<file path="src/rtl/dac_frame_if.sv">
// Sample stream into the DAC frame serializer: x/y/z samples with a valid/ready handshake.
interface dac_frame_if;
  logic signed [13:0] x_in;
  logic signed [13:0] y_in;
  logic signed [13:0] z_in;
  logic               in_valid;
  logic               in_ready;

  modport master (
    output x_in, y_in, z_in, in_valid,
    input  in_ready
  );

  modport slave (
    input  x_in, y_in, z_in, in_valid,
    output in_ready
  );
endinterface

</file>
<file path="src/rtl/dac_frame_serializer.sv">
// dac_frame_serializer: holds one x/y/z sample in a skid buffer and plays the active sample out
// as interleaved frames on two dual-channel DACs (DAC1: x/y, DAC2: z/midscale).
module dac_frame_serializer #(
  parameter int DIV        = 4,
  parameter bit OFFSET_BIN = 1'b1
) (
  input  logic        clk,
  input  logic        rst,
  dac_frame_if.slave  smp,
  output logic [13:0] dac1_d,
  output logic [13:0] dac2_d,
  output logic        daclk_1,
  output logic        daclk_2,
  output logic        ws_1,
  output logic        ws_2,
  output logic        frame_done,
  output logic [15:0] underrun
);

  localparam int DATA_W = 14;
  localparam int CNT_W  = $clog2(2 * DIV);

  localparam logic [CNT_W-1:0]  CNT_LAST = CNT_W'(2 * DIV - 1);
  localparam logic [CNT_W-1:0]  CNT_HALF = CNT_W'(DIV);
  localparam logic [DATA_W-1:0] MIDSCALE = OFFSET_BIN ? 14'h2000 : 14'h0000;

  localparam logic [1:0] IDLE   = 2'd0;
  localparam logic [1:0] SLOT_A = 2'd1;
  localparam logic [1:0] SLOT_B = 2'd2;

  // Two's complement to DAC code; offset binary only flips the sign bit.
  function automatic logic [DATA_W-1:0] conv(input logic signed [DATA_W-1:0] v);
    logic [DATA_W-1:0] r;
    r = v;
    if (OFFSET_BIN) begin
      r[DATA_W-1] = ~v[DATA_W-1];
    end
    return r;
  endfunction

  logic [1:0]                state;
  logic [CNT_W-1:0]          cnt;
  logic                      buf_full;
  logic signed [DATA_W-1:0]  buf_x_p0;
  logic signed [DATA_W-1:0]  buf_y_p0;
  logic signed [DATA_W-1:0]  buf_z_p0;
  logic signed [DATA_W-1:0]  act_x_p1;
  logic signed [DATA_W-1:0]  act_y_p1;
  logic signed [DATA_W-1:0]  act_z_p1;

  logic slot_end;
  logic frame_end;
  logic accept;
  logic load;

  assign slot_end     = (cnt == CNT_LAST);
  assign frame_end    = (state == SLOT_B) && slot_end;
  assign accept       = smp.in_valid && !buf_full;
  // The buffer drains into the active registers on start-up and at every frame boundary.
  assign load         = buf_full && ((state == IDLE) || frame_end);
  assign smp.in_ready = ~buf_full;

  // Stage 0: single-entry input buffer.
  always_ff @(posedge clk or negedge rst) begin
    if (!rst) begin
      buf_full <= 1'b0;
      buf_x_p0 <= '0;
      buf_y_p0 <= '0;
      buf_z_p0 <= '0;
    end else begin
      if (accept) begin
        buf_x_p0 <= smp.x_in;
        buf_y_p0 <= smp.y_in;
        buf_z_p0 <= smp.z_in;
      end
      buf_full <= accept || (buf_full && !load);
    end
  end

  // Stage 1: active sample, held for a whole frame and repeated when the buffer is empty.
  always_ff @(posedge clk or negedge rst) begin
    if (!rst) begin
      act_x_p1 <= '0;
      act_y_p1 <= '0;
      act_z_p1 <= '0;
    end else if (load) begin
      act_x_p1 <= buf_x_p0;
      act_y_p1 <= buf_y_p0;
      act_z_p1 <= buf_z_p0;
    end
  end

  // Slot sequencer: IDLE waits for the first sample, then SLOT_A/SLOT_B alternate forever.
  always_ff @(posedge clk or negedge rst) begin
    if (!rst) begin
      state <= IDLE;
      cnt   <= '0;
    end else begin
      case (state)
        IDLE: begin
          cnt <= '0;
          if (buf_full) state <= SLOT_A;
        end
        SLOT_A: begin
          if (slot_end) begin
            state <= SLOT_B;
            cnt   <= '0;
          end else begin
            cnt <= cnt + 1'b1;
          end
        end
        SLOT_B: begin
          if (slot_end) begin
            state <= SLOT_A;
            cnt   <= '0;
          end else begin
            cnt <= cnt + 1'b1;
          end
        end
        default: begin
          state <= IDLE;
          cnt   <= '0;
        end
      endcase
    end
  end

  // Underrun counter: a frame boundary with nothing buffered repeats the old sample.
  always_ff @(posedge clk or negedge rst) begin
    if (!rst) begin
      underrun <= '0;
    end else if (frame_end && !buf_full && (underrun != 16'hFFFF)) begin
      underrun <= underrun + 16'd1;
    end
  end

  // Stage 2: registered DAC bus, word select and write clock; daclk rises mid-slot.
  always_ff @(posedge clk or negedge rst) begin
    if (!rst) begin
      dac1_d     <= MIDSCALE;
      dac2_d     <= MIDSCALE;
      daclk_1    <= 1'b0;
      daclk_2    <= 1'b0;
      ws_1       <= 1'b0;
      ws_2       <= 1'b0;
      frame_done <= 1'b0;
    end else begin
      frame_done <= frame_end;
      case (state)
        SLOT_A: begin
          dac1_d  <= conv(act_x_p1);
          dac2_d  <= conv(act_z_p1);
          ws_1    <= 1'b1;
          ws_2    <= 1'b1;
          daclk_1 <= (cnt >= CNT_HALF);
          daclk_2 <= (cnt >= CNT_HALF);
        end
        SLOT_B: begin
          dac1_d  <= conv(act_y_p1);
          dac2_d  <= MIDSCALE;
          ws_1    <= 1'b0;
          ws_2    <= 1'b0;
          daclk_1 <= (cnt >= CNT_HALF);
          daclk_2 <= (cnt >= CNT_HALF);
        end
        default: begin
          dac1_d  <= conv(act_x_p1);
          dac2_d  <= conv(act_z_p1);
          ws_1    <= 1'b0;
          ws_2    <= 1'b0;
          daclk_1 <= 1'b0;
          daclk_2 <= 1'b0;
        end
      endcase
    end
  end

endmodule
</file>
<file path="src/flat_wrapper.sv">
// flat-port wrapper written by rule: the top's interface ports become plain ports
module dac_frame_serializer_flat 
#(
  parameter int DIV        = 4,
  parameter bit OFFSET_BIN = 1'b1
)
  (clk, rst, dac1_d, dac2_d, daclk_1, daclk_2, ws_1, ws_2, frame_done, underrun, smp_x_in, smp_y_in, smp_z_in, smp_in_valid, smp_in_ready);
  dac_frame_if smp_i ();
  input  logic clk;
  input  logic rst;
  output logic [13:0] dac1_d;
  output logic [13:0] dac2_d;
  output logic daclk_1;
  output logic daclk_2;
  output logic ws_1;
  output logic ws_2;
  output logic frame_done;
  output logic [15:0] underrun;
  input wire logic [$bits(smp_i.x_in)-1:0] smp_x_in;
  input wire logic [$bits(smp_i.y_in)-1:0] smp_y_in;
  input wire logic [$bits(smp_i.z_in)-1:0] smp_z_in;
  input wire logic [$bits(smp_i.in_valid)-1:0] smp_in_valid;
  output wire logic [$bits(smp_i.in_ready)-1:0] smp_in_ready;
  assign smp_i.x_in = smp_x_in;
  assign smp_i.y_in = smp_y_in;
  assign smp_i.z_in = smp_z_in;
  assign smp_i.in_valid = smp_in_valid;
  assign smp_in_ready = smp_i.in_ready;
  dac_frame_serializer #(.DIV(DIV), .OFFSET_BIN(OFFSET_BIN)) u_core (.clk(clk), .rst(rst), .smp(smp_i), .dac1_d(dac1_d), .dac2_d(dac2_d), .daclk_1(daclk_1), .daclk_2(daclk_2), .ws_1(ws_1), .ws_2(ws_2), .frame_done(frame_done), .underrun(underrun));
endmodule
</file>
<file path="config.mk">
export PLATFORM = sky130hd
export DESIGN_NAME = dac_frame_serializer_flat
export DESIGN_NICKNAME = d
export VERILOG_FILES = /design/src/rtl/dac_frame_if.sv /design/src/rtl/dac_frame_serializer.sv /design/src/flat_wrapper.sv
export SDC_FILE = /design/constraint.sdc
export NUM_CORES = 1
export LEC_CHECK = 0
export CORE_ASPECT_RATIO = 1.2
export CORE_UTILIZATION = 56
export DETAILED_ROUTE_END_ITERATION = 12
export PLACE_DENSITY = 0.94
export SKIP_LAST_GASP = 1
export SYNTH_ARGS = -nofsm -noshare
export SYNTH_HDL_FRONTEND = slang
export SYNTH_SLANG_ARGS = --single-unit
</file>
<file path="constraint.sdc">
create_clock -name clk -period 5.2 [get_ports clk]
set_input_delay 1.04 -clock clk [delete_from_list [all_inputs] [get_ports clk]]
set_output_delay 1.04 -clock clk [all_outputs]
set_load 0.02 [all_outputs]
</file>
==> impl.org, run 1 <==
** Critical path
- By startpoint and endpoint, the worst setup path is classified as reg -> out.
- Data on the critical path is required at its endpoint by approximately 4.2 ns.
- Traced cell by cell, the critical path runs through inv_1, clkdlybuf4s50_1.
- Buffers and inverters on the worst path :: 2
- For this run, the slowest stage of the critical path takes 0.63 ns.
- Slowest-stage cell, CP :: sky130_fd_sc_hd__clkdlybuf4s50_1
- Kind of end point of the critical path :: output port
- In this run the critical register-to-register path is launched from u_core.cnt[0].
- Maximum fanout along the worst path :: 6
- R2R Setup Slk :: 2.68 ns
- CP top delay family :: buffers and inverters
- CP startpoint kind :: flop
- Number of cells traversed by the worst register-to-register path :: 6
- Worst Path Arrival :: 1.77 ns
- Worst r2r dst :: u_core.act_y_p1[5]

** Floorplanning
- Horizontal die dimension :: 91.2 um
- Number of placement rows :: 38
- Die H :: 109 um
- The floorplan step defined a die boundary enclosing 9930 um^2.
- Effective utilization at floorplan :: 58.5%
- The floorplan step defined a core boundary enclosing 9130 um^2.
- Pin placement for this block handled 95 I/O pins.

** Clock network
- TritonCTS clock tree :: done
- CTS root buf :: sky130_fd_sc_hd__clkbuf_8
- Worst-path clk slew :: 0.06 ns
- H-tree levels :: 4
- Number of resized instances in the post-cts repair step :: 0
- Maximum buffer depth of the clock tree :: 2
- After clock tree synthesis, the flow added hold-fix buffers numbering 0.
- Clock tree synthesis inserted a total of 17 buffers.
- Number of setup buffers added after CTS :: 0
- For the worst-skew pair, the clock arrives at the later sink with an insertion delay of 0.51 ns.
- CTS saw around 140 sinks.

** Detailed routing
- Antenna viol nets, final :: 0
- Vias after detailed routing :: around 3100
- Number of design rule violations left after detail routing :: 0
- After detailed routing, the number of vias per cell comes to 5.36.
- The pre-antenna-repair detailed-routing pass consisted of 4 iterations.
- Average wire length per cell after detail routing :: 17.4 um
- Summed over all layers, the routed wires come to between 10 and 15 mm.
- The detailed router finished its first iteration with approximately 110 violations.

** Logic synthesis
- Share of synthesized area occupied by flip-flops and latches :: roughly 64%
- Post-Syn Nets :: 395
- The Yosys step of the flow raised 0 warnings.
- Post-synthesis register bit count :: 137
- Number of instances in the synthesized netlist :: 342
- Post-Syn Area :: 5340 um^2
- Post-synthesis cell type count :: 37
- The average instance in the mapped netlist occupies approximately 16 um^2.

** GRT
- The first global-routing pass estimated 16.5 mm of wire.
- The number of antenna violations at the first check in global routing came to 0.
- Global routing used between 20% and 30% of the available met1 tracks.
- GR Util met2 :: 40.3%
- Overall global routing resource usage :: 22.4%
- Entering global routing, the biggest net connects 107 pins.
- Layer with the highest usage after global routing :: met2
- For this run, global-route usage on met3 was measured as under 10%.
- Summed over all layers, the global routing overflow is 0.
- The via count of the first global-routing pass was between 3000 and 4000.

** Power and ir drop
- Static Leakage :: ~0.0030 uW
- Part of the power in registers :: 40.9%
- Clock network power share :: 27.5%
- Across the VDD grid, the largest voltage drop is around 0.32 mV.
- Switching portion of total power :: around 28%
- In this run the power density over the cells is 623 nW/um^2.
- Per report_power, the combinational group accounts for a little under a third of the total.
- The analysis attributes to net switching a power of 1230 uW.
- Cell Int Power :: 3130 uW

** Cells and area
- The area growth from synthesis to layout is 30.8%.
- After filler insertion, the fill cell instance count of the layout stands at approximately 540.
- In the final layout, the multi-input gates occupy 1820 um^2.
- Measured on the finished design, the core utilization comes to 76.5%.
- Across the whole layout, storage elements account for approximately 3400 um^2.
- Commonest non-fill, non-tap cell in the layout :: sky130_fd_sc_hd__dfrtp_1
- For this run, the post-layout net count is 496.
- Cells with a size suffix above 1 make up a little under a third of the layout.
- Non-Filler Instances :: 576
- Antenna cells :: 0
- In the layout the commonest cells are sky130_fd_sc_hd__dfrtp_1, sky130_fd_sc_hd__mux2_2, sky130_fd_sc_hd__clkdlybuf4s50_1, sky130_fd_sc_hd__clkbuf_16, sky130_fd_sc_hd__nor2b_1.

** STA
- Clock period minus worst slack :: between 2 and 3 ns
- The number of pins with negative max-slew slack in the final report was 0.
- Final hold violation count :: 0
- Of the available clock period, the critical path in the final layout requires 54.1%.
- Final setup margin :: 2.39 ns
- Final worst clock skew :: roughly 0.009 ns
- The worst pin sits at a relative slew slack of between 30 and 40%.
- Transition time of the tightest slew-check pin :: approximately 0.92 ns
- RSZ-0062 raised after global routing :: false
- Setup TNS :: 0 ns
- Timing-limited maximum frequency :: 355 MHz
- Setup violations remaining at the end of the flow were counted as 0.

** Place
- Once detailed placement completed, the half-perimeter wirelength came to 6.30 mm.
- In this run, placement finished with an instance count of 544.
- Routability-driven placement finished with a final weighted congestion of 0.781.
- At the placement stage, the worst setup path has a slack of 2.22 ns.
- IO buf count :: 94

** Run status
- The run finished with clean final reports.

** Min path
- The worst hold path belongs to the class reg -> reg.
- For hold timing, the worst endpoint is u_core.dac2_d[13].
- The startpoint identified for the worst hold timing path is u_core.act_z_p1[13].
- Hold Path Stages :: 1

** Run
- Max-cap violations in this run came to 0.
## cell usage after synthesis
master,number,share of area [%]
sky130_fd_sc_hd__mux2_2,100,21
sky130_fd_sc_hd__o21ai_0,2,0.19
sky130_fd_sc_hd__nand4_1,7,0.82
sky130_fd_sc_hd__nor3_2,1,0.19
sky130_fd_sc_hd__o21a_1,2,0.28
sky130_fd_sc_hd__nand2b_1,1,0.12
sky130_fd_sc_hd__o21ai_2,1,0.16
sky130_fd_sc_hd__and3b_1,1,0.16
sky130_fd_sc_hd__nor2b_1,14,1.6
sky130_fd_sc_hd__mux2i_1,1,0.19
sky130_fd_sc_hd__a2111oi_4,2,1.0
sky130_fd_sc_hd__inv_1,3,0.21
sky130_fd_sc_hd__a31oi_1,2,0.23
sky130_fd_sc_hd__dfstp_2,2,0.98
sky130_fd_sc_hd__and2_1,4,0.47
sky130_fd_sc_hd__nor3b_1,1,0.14
sky130_fd_sc_hd__buf_2,8,0.75
sky130_fd_sc_hd__nor4b_2,1,0.28
sky130_fd_sc_hd__buf_4,2,0.28
sky130_fd_sc_hd__and4_1,1,0.16
sky130_fd_sc_hd__dfrtp_1,135,63
sky130_fd_sc_hd__nor2_1,1,0.070
sky130_fd_sc_hd__o2bb2ai_1,1,0.16
sky130_fd_sc_hd__buf_6,2,0.42
sky130_fd_sc_hd__nand3b_2,1,0.21
sky130_fd_sc_hd__a21oi_2,1,0.16
sky130_fd_sc_hd__xor2_1,7,1.1
sky130_fd_sc_hd__ha_1,8,1.9
sky130_fd_sc_hd__nand3_1,5,0.47
sky130_fd_sc_hd__clkbuf_1,4,0.28
sky130_fd_sc_hd__xnor2_1,6,0.98
sky130_fd_sc_hd__nand2_1,6,0.42
sky130_fd_sc_hd__and3_1,4,0.47
sky130_fd_sc_hd__nor3_1,1,0.094
sky130_fd_sc_hd__nor2_2,1,0.12
sky130_fd_sc_hd__nand4bb_1,1,0.21
sky130_fd_sc_hd__a211oi_1,2,0.28
## metrics by stage
stage / hold WS, ns / power (uW) / instance area (um^2)
after floorplan: 0.374 / 2660 / 5340
after detailed placement: 0.396 / 3160 / 6390
after CTS: 0.403 / 4400 / 6990
after global routing: 0.438 / 4580 / 6990
final: 0.402 / 4350 / 6990
after global placement: 0.388 / 3080 / 6390
## power by group through the flow
stage          combinational, uW  sequential, uW  clock, uW
2_1_floorplan                795            1870          0
3_3_place_gp                1320            1760          0
3_5_place_dp                1370            1790          0
4_1_cts                     1400            1790       1220
5_1_grt                     1480            1840       1260
6_report                    1370            1780       1200
## worst max path at each step
stage,start,to,slack [ns],cells past startpoint
2_1_floorplan,smp_in_valid,u_core.buf_x_p0[0],3.18,4
3_3_place_gp,smp_in_valid,u_core.buf_z_p0[7],2.30,4
3_5_place_dp,smp_in_valid,u_core.buf_z_p0[6],2.22,4
4_1_cts,u_core.buf_full,smp_in_ready,2.36,2
5_1_grt,u_core.buf_full,smp_in_ready,2.33,2
6_report,u_core.buf_full,smp_in_ready,2.39,2
## worst register-to-register path: stages (launching register included)
cell and delay (ns):
sky130_fd_sc_hd__dfrtp_1 0.38, sky130_fd_sc_hd__ha_1 0.21, sky130_fd_sc_hd__ha_1 0.25, sky130_fd_sc_hd__and2_1 0.24, sky130_fd_sc_hd__o21ai_4 0.45, sky130_fd_sc_hd__buf_4 0.46, sky130_fd_sc_hd__mux2_2 0.42
## state kept, by name (all words and copies together), names as in the netlist, 2 cells and up
name	count
u_core.cnt	3
u_core.act_y_p1	14
u_core.buf_y_p0	14
u_core.state	2
u_core.act_z_p1	14
u_core.dac1_d	14
u_core.act_x_p1	14
u_core.buf_x_p0	14
u_core.underrun	16
u_core.dac2_d	14
u_core.buf_z_p0	14
## metal layers
metal,up-vias,wire (um)
met1,1587,4050
met2,82,5420
met3,17,419
li1,1403,-
met4,0,137
met5,-,0
## cells by family after synthesis
logic type	count (synthesis)	share of synthesized area [%]
flip-flops	137	64.2
XOR/XNOR	13	2.13
adder cells (fa/ha/maj)	8	1.87
AND/OR/NAND/NOR	51	6.04
buffers and inverters	19	1.94
AO/OA/AOI/OAI	13	2.51
multiplexers	101	21.3
## final cells by class
cell class | instances | area share (%)
well taps | 120 | 2.15
multi-input cells | 186 | 26.1
inverters | 3 | 0.161
clock inverters | 6 | 1.59
clock buffers | 26 | 6.99
repair buffers | 98 | 13.9
flip-flops and latches | 137 | 49.1
Power figures use the tool's default switching activity.
==> run 2, diff against run 1 <==
CORE_UTILIZATION = 47   (was 56)
PLACE_DENSITY = 0.85   (was 0.94)
clock period = 2.4 ns   (was 5.2 ns; I/O delays follow)
==> impl.org, run 2 (synthesis results as in run 1) <==
** GRT
- Global routing used 18.0% of the available tracks across all layers.
- Entering global routing, the biggest net connects 61 pins.
- Global routing finished with a remaining overflow of 0.
- Via count of the first global-routing pass :: between 3000 and 4000
- First-pass GRT wire length :: around 16 mm
- Initial antenna violation count :: 0

** Power and ir drop
- Summed over all cells, the static leakage comes to 0.00306 uW.
- Part of the power in registers :: about two fifths
- Cell internal power was estimated by the tool at 6990 uW.
- The design draws a little under 10000 uW.
- Power Density :: about 1400 nW/um^2
- The clock network is responsible for 29.3% of the overall power.
- Combinational logic burns 30.8% of the power.
- Largest voltage drop on the vdd net :: between 0.6 and 0.7 mV
- In this run switching power makes up 27.7% of total power.
- Summed over all nets, the switching power comes to 2670 uW.

** Detailed routing
- Using the TritonRoute via totals, the vias-per-cell ratio works out to ~5.1.
- The final layout contains routed wiring with a total length of 9.57 mm.
- For this run, design rule violations remaining after detail routing come to 0.
- For this run, the detailed router's first-pass iteration total came to 4.
- Detailed routing inserted a total of 3039 vias.
- In this run, the number of DRC markers left after iteration 0 of detailed routing was 80.
- The count of nets left with antenna violations once routing finished came out at 0.
- Average wire length per cell after detail routing :: 16.2 um

** STA
- Setup repair after global routing left no endpoint under its margin.
- Setup violations remaining at the end of the flow were counted as 0.
- For the final database, setup skew stands at 0.00759 ns.
- Max-slew violation count :: 0
- Relative slew slack :: approximately two thirds
- Hold Slack :: 0.0151 ns
- For this run, the top clock speed supported by timing is about 470 MHz.
- For the pin with the worst max-slew slack, the measured transition is 0.522 ns.
- For the final routed database, the setup TNS stands at 0 ns.
- Clock period minus worst slack :: ~2.1 ns
- Final hold violation count :: 0
- Dividing the final minimum period by the clock period gives 89.2%.

** Floorplanning
- I/O pin count :: 95
- Number of placement rows :: 42
- Effective utilization at floorplan :: 48.4%
- Horizontal die dimension :: 99.3 um
- Die H :: 119 um
- The floorplan step defined a die boundary enclosing 11800 um^2.
- The total area inside the core boundary comes to ~11000 um^2.

** Critical path
- Kind of end point of the critical path :: output port
- Measured in cells, the most critical reg-to-reg path has a length of 6.
- In this run the worst path has a maximum fanout of 6.
- The worst register-to-register path begins at u_core.cnt[0].
- CP startpoint kind :: flop
- Slowest-stage cell, CP :: sky130_fd_sc_hd__clkdlybuf4s50_1
- Worst r2r dst :: u_core.act_x_p1[2]
- Max incr delay on CP :: 0.62 ns
- Data arrives at the worst endpoint at 1.66 ns.
- Cell Chain, Critical Path :: inv_1, clkdlybuf4s50_1
- Critical path class :: reg -> out
- In this run the register-to-register setup slack is 0.36 ns.
- For the worst setup path, the data required time is ~1.9 ns.

** Clock network
- TritonCTS clock tree :: done
- Clock latency on the worst-skew pair, taken at its later pin, is roughly 0.42 ns.
- Hold bufs inserted after CTS :: 0
- Clock tree synthesis inserted a total of 17 buffers.
- After clock tree synthesis, the clock-pin slew on the worst setup and hold paths is 0.06 ns.
- Number of setup buffers added after CTS :: 0
- Maximum buffer depth of the clock tree :: 2
- In this run the clock root is driven by a sky130_fd_sc_hd__clkbuf_16.
- Clock tree synthesis found a total of 137 sinks.
- Number of resized instances in the post-cts repair step :: 0
- The H-tree generated during clock tree synthesis spans 4 levels.

** Cells and area
- Fillers :: 810
- Leaving out fill and tap cells, the most frequent cell in the layout is sky130_fd_sc_hd__dfrtp_1.
- Most used cells in the layout excluding fill and tap cells :: sky130_fd_sc_hd__dfrtp_1, sky130_fd_sc_hd__mux2_2, sky130_fd_sc_hd__clkdlybuf4s50_1, sky130_fd_sc_hd__clkbuf_16, sky130_fd_sc_hd__nor2b_1
- The register with the most flip-flops in the layout has 16 of them.
- The repair_antennas step left the layout with diodes totalling 0.
- Relative area change from synthesis to final layout :: 33.1%
- Layout cells sized above 1 :: between 30 and 40%
- Counting flops per register, the top entry is u_core.underrun.
- After the last flow step, the layout net total stands at 499.

** Place
- Routability-driven placement finished with a final weighted congestion of 0.757.
- Summed over all nets, the half-perimeter wirelength after detailed placement is 6.34 mm.
- The count of buffers added on input and output ports is between 90 and 100.

** Run
- Max-cap violations in this run came to 0.

** Min path
- Hold crit path type :: in -> async

** Run status
- Outcome :: complete, no violations
==> run 2: cell types whose count changed in the layout (fill, tap and decap cells not counted), sizes merged <==
cell      delta
clkbuf       -4
buf          +3
clkinvlp     +3
bufinv       +1
==> run 2: final cells by class <==
| cell class | count | area [um^2] | share of cell area, % |
|---|---|---|---|
| timing repair buffer | 101 | 1020 | 14.3 |
| clock inverter | 10 | 164 | 2.31 |
| clock buffer | 22 | 494 | 6.95 |
| sequential | 137 | 3430 | 48.3 |
| inverter | 3 | 11.3 | 0.158 |
| multi-input combinational | 186 | 1820 | 25.6 |
| tap | 132 | 165 | 2.32 |
==> run 2: worst max-delay path by stage <==
stage                                from                   to  slack, ns  depth (start not counted)
after floorplan             u_core.cnt[0]  u_core.act_x_p1[11]       0.51                          6
after global placement      u_core.cnt[0]   u_core.act_z_p1[1]       0.42                          6
after detailed placement    u_core.cnt[0]  u_core.act_y_p1[11]       0.37                          6
after CTS                 u_core.buf_full         smp_in_ready       0.22                          2
after global routing      u_core.buf_full         smp_in_ready       0.17                          2
final                     u_core.buf_full         smp_in_ready       0.26                          2
==> run 2: metrics by stage <==
| step | setup WS [ns] | std cells | utilization, % | instance area (um^2) |
|---|---|---|---|---|
| floorplan | 0.508 | 342 | - | 5340 |
| global placement | 0.417 | 559 | 58.4 | 6450 |
| detailed placement | 0.374 | 559 | 58.4 | 6450 |
| CTS | 0.216 | 591 | 64.4 | 7110 |
| global route | 0.173 | 591 | 64.4 | 7110 |
| finish | 0.258 | 591 | 64.4 | 7110 |
==> run 2: metal layers <==
layer / part of all wire [%] / track usage [%] / vias to the layer above
met5: 0 / 0 / -
met4: 2.4 / 9.38 / 0
met3: 4.4 / 5.44 / 18
met2: 50 / 29.5 / 70
met1: 43 / 21.3 / 1537
li1: - / - / 1414
==> run 2: worst max-delay path, delay by kind of cell (launching register included) <==
family                 cells  cell delay [ns]
buffers and inverters      2             0.77
DFF                        1             0.48
==> run 2: power by group through the flow <==
| stage | sequential [uW] | clock, uW | combinational [uW] |
|---|---|---|---|
| floorplan | 4040 | 0 | 1720 |
| detailed placement | 3880 | 0 | 3020 |
| global placement | 3820 | 0 | 2920 |
| CTS | 3860 | 2890 | 3030 |
| global route | 3980 | 2980 | 3220 |
| finish | 3850 | 2830 | 2980 |
